[src/rtl/pipe_defs_pkg.sv]
// rtl/pipe_defs_pkg.sv - opcode, funct and forwarding-select encodings shared by the EX stage
package pipe_defs_pkg;

  localparam logic [5:0] OP_RTYPE = 6'b000000;
  localparam logic [5:0] OP_LW    = 6'b100011;
  localparam logic [5:0] OP_SW    = 6'b101011;

  localparam logic [5:0] FN_ADD = 6'b100000;
  localparam logic [5:0] FN_SUB = 6'b100010;
  localparam logic [5:0] FN_AND = 6'b100100;
  localparam logic [5:0] FN_OR  = 6'b100101;
  localparam logic [5:0] FN_XOR = 6'b100110;
  localparam logic [5:0] FN_SLT = 6'b101010;

  typedef enum logic [2:0] {
    SEL_REG       = 3'b000,
    SEL_BASE_IMM  = 3'b001,
    SEL_EXMEM_ALU = 3'b010,
    SEL_MEMWB_ALU = 3'b011,
    SEL_MEMWB_LMD = 3'b100
  } sel_e;

  localparam logic [31:0] NOP_IR_DEFAULT = 32'h0000_0000;

endpackage

[src/rtl/ex_alu.sv]
// rtl/ex_alu.sv - combinational ALU; R-type ops by funct, plain add for address generation
// Overflow detection is built only when EX_OVERFLOW_EN is defined.
module ex_alu
  import pipe_defs_pkg::*;
#(
  parameter int W = 32
) (
  input  logic [W-1:0] a,
  input  logic [W-1:0] b,
  input  logic [5:0]   funct,
  input  logic         is_rtype,
  output logic [W-1:0] result,
  output logic         ovf
);

  always_comb begin
    result = '0;
    if (!is_rtype) begin
      result = a + b;
    end else begin
      case (funct)
        FN_ADD:  result = a + b;
        FN_SUB:  result = a - b;
        FN_AND:  result = a & b;
        FN_OR:   result = a | b;
        FN_XOR:  result = a ^ b;
        FN_SLT:  result = ($signed(a) < $signed(b)) ? W'(1) : '0;
        default: result = '0;
      endcase
    end
  end

`ifdef EX_OVERFLOW_EN
  // Sub overflows when operand signs differ and the result sign leaves a's sign.
  always_comb begin
    ovf = 1'b0;
    if (is_rtype && funct == FN_ADD)
      ovf = (a[W-1] == b[W-1]) && (result[W-1] != a[W-1]);
    else if (is_rtype && funct == FN_SUB)
      ovf = (a[W-1] != b[W-1]) && (result[W-1] != a[W-1]);
  end
`else
  assign ovf = 1'b0;
`endif

endmodule

[src/rtl/ex_stage.sv]
// rtl/ex_stage.sv - execute stage: operand forwarding muxes, ALU and EX/MEM latch
// Optional signed-overflow flag enabled by EX_OVERFLOW_EN.
module ex_stage
  import pipe_defs_pkg::*;
#(
  parameter int                DATA_W = 32,
  parameter logic [DATA_W-1:0] NOP_IR = NOP_IR_DEFAULT
) (
  input  logic              clk,
  input  logic              rst,
  input  logic              stall,
  input  logic [2:0]        A_select,
  input  logic [2:0]        B_select,
  input  logic [DATA_W-1:0] ID_EX_IR,
  input  logic [DATA_W-1:0] ID_EX_A,
  input  logic [DATA_W-1:0] ID_EX_B,
  input  logic [DATA_W-1:0] ID_EX_Imm,
  input  logic [DATA_W-1:0] EX_MEM_ALUo_fwd,
  input  logic [DATA_W-1:0] MEM_WB_ALUo,
  input  logic [DATA_W-1:0] MEM_WB_LMD,
  output logic [DATA_W-1:0] EX_MEM_IR,
  output logic [DATA_W-1:0] EX_MEM_ALUo,
  output logic [DATA_W-1:0] EX_MEM_B,
  output logic              EX_MEM_valid,
  output logic              EX_MEM_ovf
);

  logic [DATA_W-1:0] fwd_a, fwd_b, alu_b, alu_res;
  logic              alu_ovf, is_rtype, is_mem;
  logic [5:0]        opcode;

  logic [DATA_W-1:0] ir_d, ir_q, alu_d, alu_q, b_d, b_q;
  logic              valid_d, valid_q, ovf_d, ovf_q;

  assign opcode   = ID_EX_IR[DATA_W-1 -: 6];
  assign is_rtype = (opcode == OP_RTYPE);
  assign is_mem   = (opcode == OP_LW) || (opcode == OP_SW);

  always_comb begin
    fwd_a = ID_EX_A;
    case (A_select)
      SEL_EXMEM_ALU: fwd_a = EX_MEM_ALUo_fwd;
      SEL_MEMWB_ALU: fwd_a = MEM_WB_ALUo;
      SEL_MEMWB_LMD: fwd_a = MEM_WB_LMD;
      default:       fwd_a = ID_EX_A;
    endcase
  end

  always_comb begin
    fwd_b = ID_EX_B;
    case (B_select)
      SEL_EXMEM_ALU: fwd_b = EX_MEM_ALUo_fwd;
      SEL_MEMWB_ALU: fwd_b = MEM_WB_ALUo;
      SEL_MEMWB_LMD: fwd_b = MEM_WB_LMD;
      default:       fwd_b = ID_EX_B;
    endcase
  end

  // Loads/stores use the immediate on the ALU; forwarded B only reaches memory as store data.
  assign alu_b = is_rtype ? fwd_b : ID_EX_Imm;

  ex_alu #(.W(DATA_W)) u_alu (
    .a        (fwd_a),
    .b        (alu_b),
    .funct    (ID_EX_IR[5:0]),
    .is_rtype (is_rtype),
    .result   (alu_res),
    .ovf      (alu_ovf)
  );

  always_comb begin
    ir_d    = ID_EX_IR;
    valid_d = 1'b1;
    alu_d   = (is_rtype || is_mem) ? alu_res : '0;
    b_d     = (is_rtype || is_mem) ? fwd_b : ID_EX_B;
    ovf_d   = alu_ovf;
    if (stall) begin
      ir_d    = NOP_IR;
      valid_d = 1'b0;
      alu_d   = '0;
      b_d     = '0;
      ovf_d   = 1'b0;
    end
  end

  always_ff @(posedge clk or posedge rst) begin
    if (rst) begin
      ir_q    <= NOP_IR;
      alu_q   <= '0;
      b_q     <= '0;
      valid_q <= 1'b0;
      ovf_q   <= 1'b0;
    end else begin
      ir_q    <= ir_d;
      alu_q   <= alu_d;
      b_q     <= b_d;
      valid_q <= valid_d;
      ovf_q   <= ovf_d;
    end
  end

  assign EX_MEM_IR    = ir_q;
  assign EX_MEM_ALUo  = alu_q;
  assign EX_MEM_B     = b_q;
  assign EX_MEM_valid = valid_q;
  assign EX_MEM_ovf   = ovf_q;

endmodule

[config.mk]
export PLATFORM = sky130hd
export DESIGN_NAME = ex_stage
export DESIGN_NICKNAME = d
export VERILOG_FILES = /design/src/rtl/pipe_defs_pkg.sv /design/src/rtl/ex_alu.sv /design/src/rtl/ex_stage.sv
export SDC_FILE = /design/constraint.sdc
export NUM_CORES = 1
export LEC_CHECK = 0
export ABC_AREA = 1
export BUFFER_PORTS_ARGS = -buffer_cell sky130_fd_sc_hd__buf_2
export CORE_UTILIZATION = 30
export CTS_CLUSTER_DIAMETER = 60
export CTS_CLUSTER_SIZE = 30
export DETAILED_ROUTE_END_ITERATION = 12
export PLACE_DENSITY_LB_ADDON = 0.3
export REMOVE_ABC_BUFFERS = 1
export SLEW_MARGIN = 40
export SYNTH_ARGS = -nofsm -noshare
export SYNTH_HDL_FRONTEND = slang
export SYNTH_SLANG_ARGS = --single-unit
[constraint.sdc]
create_clock -name clk -period 4 [get_ports clk]
set_input_delay 0.6 -clock clk [delete_from_list [all_inputs] [get_ports clk]]
set_output_delay 0.6 -clock clk [all_outputs]
set_load 0.01 [all_outputs]
---- Word-level counts from Yosys, hierarchy flattened ----
Cells that the tools add are included.
storage, ports and cells
  flip-flop bits (word level) ............. 97
  input port bits ......................... 233
  output and inout bits ................... 98
  logic and storage cells ................. 39
operators by class
  $add $sub $neg .......................... 2
  $lt $le $gt $ge ......................... 1
  equal/unequal tests ..................... 14
  mux-type cells .......................... 12
  bitwise operators ....................... 3
  reduce and logical (&&, ||, !) cells .... 3
operator list
  kind                                                                   number
  32-bit two-way mux                                                     7
  32-bit one-hot mux with 3 select lines                                 2
  32-bit one-hot mux with 6 select lines                                 1
  6-bit equality test, second input constant                             8
  32-bit adder                                                           1
  32-bit bitwise AND                                                     1
  32-bit less-than comparator                                            1
  32-bit OR                                                              1
  32-bit subtractor                                                      1
  32-bit bitwise XOR                                                     1
  3-bit by 2-bit equality test with 1-bit output, second input constant  4
  3-bit equality test, second input constant                             2
  6-bit logical NOT                                                      1
  1-bit logical OR                                                       2
  1-bit two-way mux                                                      2

---- Logic depth before layout (Yosys ltp) ----
  depth after elaboration ................. 9
  depth in mapped cells ................... 27
  depth with buffers taken out ............ 25

---- Cells and area by module ----
A second synthesis with hierarchy kept.
second synthesis, totals
  cells, all modules ...................... 2373
  area, all modules ....................... 13314.0 µm²
modules (own cells, without submodules)
  module    times used  cells an instance  area each (µm²)  sequential area each (µm²)
  ex_alu    1           1352               6824.0           0.0
  ex_stage  1           1021               6490.0           2452.4

---- Least setup slack after synthesis ----
OpenSTA, ideal clock, no wires.
  kind .................................... in2reg
  start ................................... input port B_select[0]
  end ..................................... register alu_q[16] (netlist: EX_MEM_ALUo[16])
  library setup time ...................... 0.125 ns
  arrival ................................. 3.221 ns
  data required time ...................... 3.875 ns
  setup slack ............................. 0.654 ns
  stages on the path ...................... 19
  cells stage by stage .................... nor3_2 > inv_2 > nand2_1 > buf_4 > buf_2 > o21ai_1 > o21ai_1 > ha_1 > inv_1 > fa_1 > inv_1 > nand3_1 > nand3_1 > nand3_1 > nand3_1 > a21oi_1 > or2_2 > nand3_1 > a21oi_1
between the ends
  word-level cells in the longest chain between the ends .. 8
  elaborated cells between the ends (all ways) .. 14
  those cells by class .................... add/sub (2); eq/ne (3); mux (6); bitwise (3)
ends and longest elaborated chain
  element                                                                                line            RTL
  start: declaration                                                                     ex_stage.sv:13  input logic [2:0] B_select,
  3-bit equality test or 3-bit by 2-bit equality test with 1-bit output (tied branches)  ex_stage.sv:51  case (B_select)
  32-bit one-hot mux with 3 select lines *                                               ex_stage.sv:51
  32-bit two-way mux *                                                                   ex_stage.sv:60  assign alu_b = is_rtype ? fwd_b : ID_EX_Imm;
  32-bit subtractor (tied with other cells)                                              ex_alu.sv:23    FN_SUB: result = a - b;
  32-bit one-hot mux with 6 select lines                                                 ex_alu.sv:21    case (funct)
  32-bit two-way mux *                                                                   ex_alu.sv:18    if (!is_rtype) begin
  32-bit two-way mux *                                                                   ex_stage.sv:74  alu_d = (is_rtype || is_mem) ? alu_res : '0;
  32-bit two-way mux *                                                                   ex_stage.sv:77  if (stall) begin
  named net alu_d[16]                                                                    ex_stage.sv:32  logic [DATA_W-1:0] ir_d, ir_q, alu_d, alu_q, b_d, b_q;
  end signal: assignment                                                                 ex_stage.sv:95  alu_q <= alu_d;
  end: declaration                                                                       ex_stage.sv:32
Mark *: on every way through the listed nets, which the timed path passes. The rest lies on a longest branch.

---- Worst setup path in the final report ----
  start ................................... input port B_select[2]
  end ..................................... register alu_q[26] (netlist: EX_MEM_ALUo[26])
The elaborated chain is that of the path after synthesis.

==> summary.txt <==
register bit total from synthesis -> 97
met2 usage in global routing -> 0.429
Peak supply drop -> 191 uV
Data required, critical path -> 4300 ps
Final Setup Violations -> 0
gr usage total -> 0.267
Post-Syn Area per Cell -> 6.02 sq um
IO Pins -> 331
CTS H-tree lvls -> 3
CP Launch Type -> primary input
Avg WL per Cell -> 18.7 microns
Max Cap Viol -> 0
Area Overhead vs Synth -> 26.9%
Yosys top cell by area -> dfrtp_1
largest net degree at the start of global routing -> 49
Power Dens Cells -> 272 mW/mm^2
Slew @ Worst Pin -> 710 ps
ANT nets after route -> 0
total CTS buffers -> 9
total power -> 4010 uW
Num Clock Sinks -> 97
Synth Area in Adders -> 0.111
placed cell count -> 2794
Rel. slew slack -> 0.526
layout cell share with drive strength beyond 1 -> 0.227
hold buffer count at cts -> 0
Root Driver -> clkbuf_16
initial antenna violation count -> 0
most common cell in the netlist -> nand2_1
Post-synth ARST share -> 1.00
Compound-Gate Fraction of Synth Area -> 0.191
f_max -> 273 MHz
RSZ-0062 raised after global routing -> no
Crit. End Element -> flip-flop
Syn Std Cell Area -> 0.0116 sq mm
FP Rows -> 71
Final #Nets -> 2629
GRT busiest layer -> met2
Die Wd -> 199 microns
Post-CTS Resized -> 0
number of diodes -> 0
Leak -> 0.00839 uW
xor/xnor share of the synthesized area -> 0.00592
Finished Layout Cells -> 2810
DRT iter0 DRCs -> 1348
yosys warns -> 0
pins over their slew limit -> 0
TritonCTS clock tree -> yes
post-DP HPWL -> 43100 microns
period utilization -> 0.914
CTS Buffer Depth -> 2
synth unique cells -> 47
Die Y -> 199 microns
number of global-route vias before repair -> 13800
status -> finished, final reports clean
Starting Density -> 0.307
Final Hold Vio Count -> 0
Seq/Total Area, Yosys -> 0.209
share of the synthesized area in the top cell type -> 0.209
Worst EP arrival -> 3960 ps
Core Area -> 0.0379 sq mm
wire length of the first global-routing pass -> 79200 microns
fin util -> 0.389
CP Launch Point -> B_select[2]
GR Util met3 -> 0.0368
hold slack -> 288 ps
# DRC -> 0
vias per cell -> 5.08
multiplexer share of the synthesized area -> 0
clock-pin slew on the worst setup and hold paths -> 90 ps
Overflow after GRT -> 0
Commonest cells post-synth -> nand2_1, inv_1, nor2_1, a21oi_1, nand3_1
Die Area -> 0.0396 sq mm
Post-Synth Simple-Gate Area -> 0.341
DR vias -> 14300
met1 usage -> 0.367
critical path class -> primary input to flip-flop
Hold Crit Class -> primary input to async pin
Detailed Routing Iterations Pass 1 -> 6
postcts setup bufs -> 0
DRT Wirelength -> 52600 microns
top cells by area, synth -> dfrtp_1, nand2_1, ha_1
number of port buffers -> 329
final estimated routing congestion in global placement -> 0.978
synthesized instance count -> 1934
EDFF count, synth -> 0
main combinational cell family by area after synthesis -> simple AND/OR/NAND/NOR gates
CP Max Fanout -> 7
final worst path period need -> 3660 ps
Main synth FF type -> dfrtp_1
-- state kept, by name, summed over array words and instances, names as in the netlist --
register      flops
EX_MEM_valid      1
EX_MEM_IR        32
EX_MEM_ALUo      32
EX_MEM_B         32
-- area by class of cell --
class	instances	area, sq um
clock buffer	9	225
clock inverter	7	101
fill	4209	23200
inverter	324	1220
multi-input combinational	1427	7570
sequential	97	2430
tap	511	639
timing repair buffer	435	2580
-- per-layer routing --
| metal | routed length, microns | vias up |
|---|---|---|
| li1 | - | 6944 |
| met1 | 23600 | 6589 |
| met2 | 23700 | 659 |
| met3 | 4030 | 72 |
| met4 | 1210 | 0 |
| met5 | 0 | - |
-- layout by cell type (no fill, tap or decap), types with 95 or more instances in the layout --
| master | netlist | layout |
|---|---|---|
| nand2_1 | 550 | 549 |
| buf_2 | 35 | 329 |
| inv_1 | 304 | 303 |
| nor2_1 | 171 | 167 |
| a21oi_1 | 124 | 124 |
| nand3_1 | 111 | 111 |
| ha_1 | 100 | 100 |
| dfrtp_1 | 97 | 97 |
| buf_4 | 14 | 95 |
-- power by group --
group          internal, uW  leakage, uW  switching (uW)  total [uW]
sequential             1020      0.00128            12.5        1030
clock                   459     0.000156             536         995
combinational           711      0.00695            1270        1980
-- through the flow --
stage	setup slack [ps]	TNS, ps	area [sq um]
floorplan	-1190	-35400	11200
global placement	11.4	0	14400
CTS	399	0	14800
global route	71.9	0	14800
finish	342	0	14800
detailed placement	5.17	0	14400
-- worst max-delay path, cell delays in order --
cell	delay, ps
buf_2	110
inv_2	70
nand2_1	90
nor2_2	120
inv_1	160
buf_12	180
buf_4	140
o2111ai_1	170
o21ai_1	110
o21ai_1	240
ha_1	420
a21oi_1	350
nand2_1	150
a21oi_1	270
nor2_1	110
nor2_1	140
nand2_1	70
nand2_1	60
nand2_1	60
o21ai_0	150
inv_1	60
nand2_1	70
inv_1	40
-- path summary, 6_finish.rpt --
| check | to | cells past startpoint |
|---|---|---|
| worst max-delay path | EX_MEM_ALUo[26] | 23 |
| worst min-delay path | EX_MEM_IR[4] | 2 |
| max in group asynchronous | EX_MEM_ALUo[30] | 3 |
| min in group clk | EX_MEM_IR[6] | 3 |
-- kinds of logic after synthesis --
logic type                 Yosys count
buffers and inverters              410
DFF                                 97
adders and majority gates          102
other                                1
and+or+nand+nor                    942
xor gates and xnor gates             7
AOI/OAI and AO/OA                  375
Note: power is estimated with default switching activity, not from simulation.
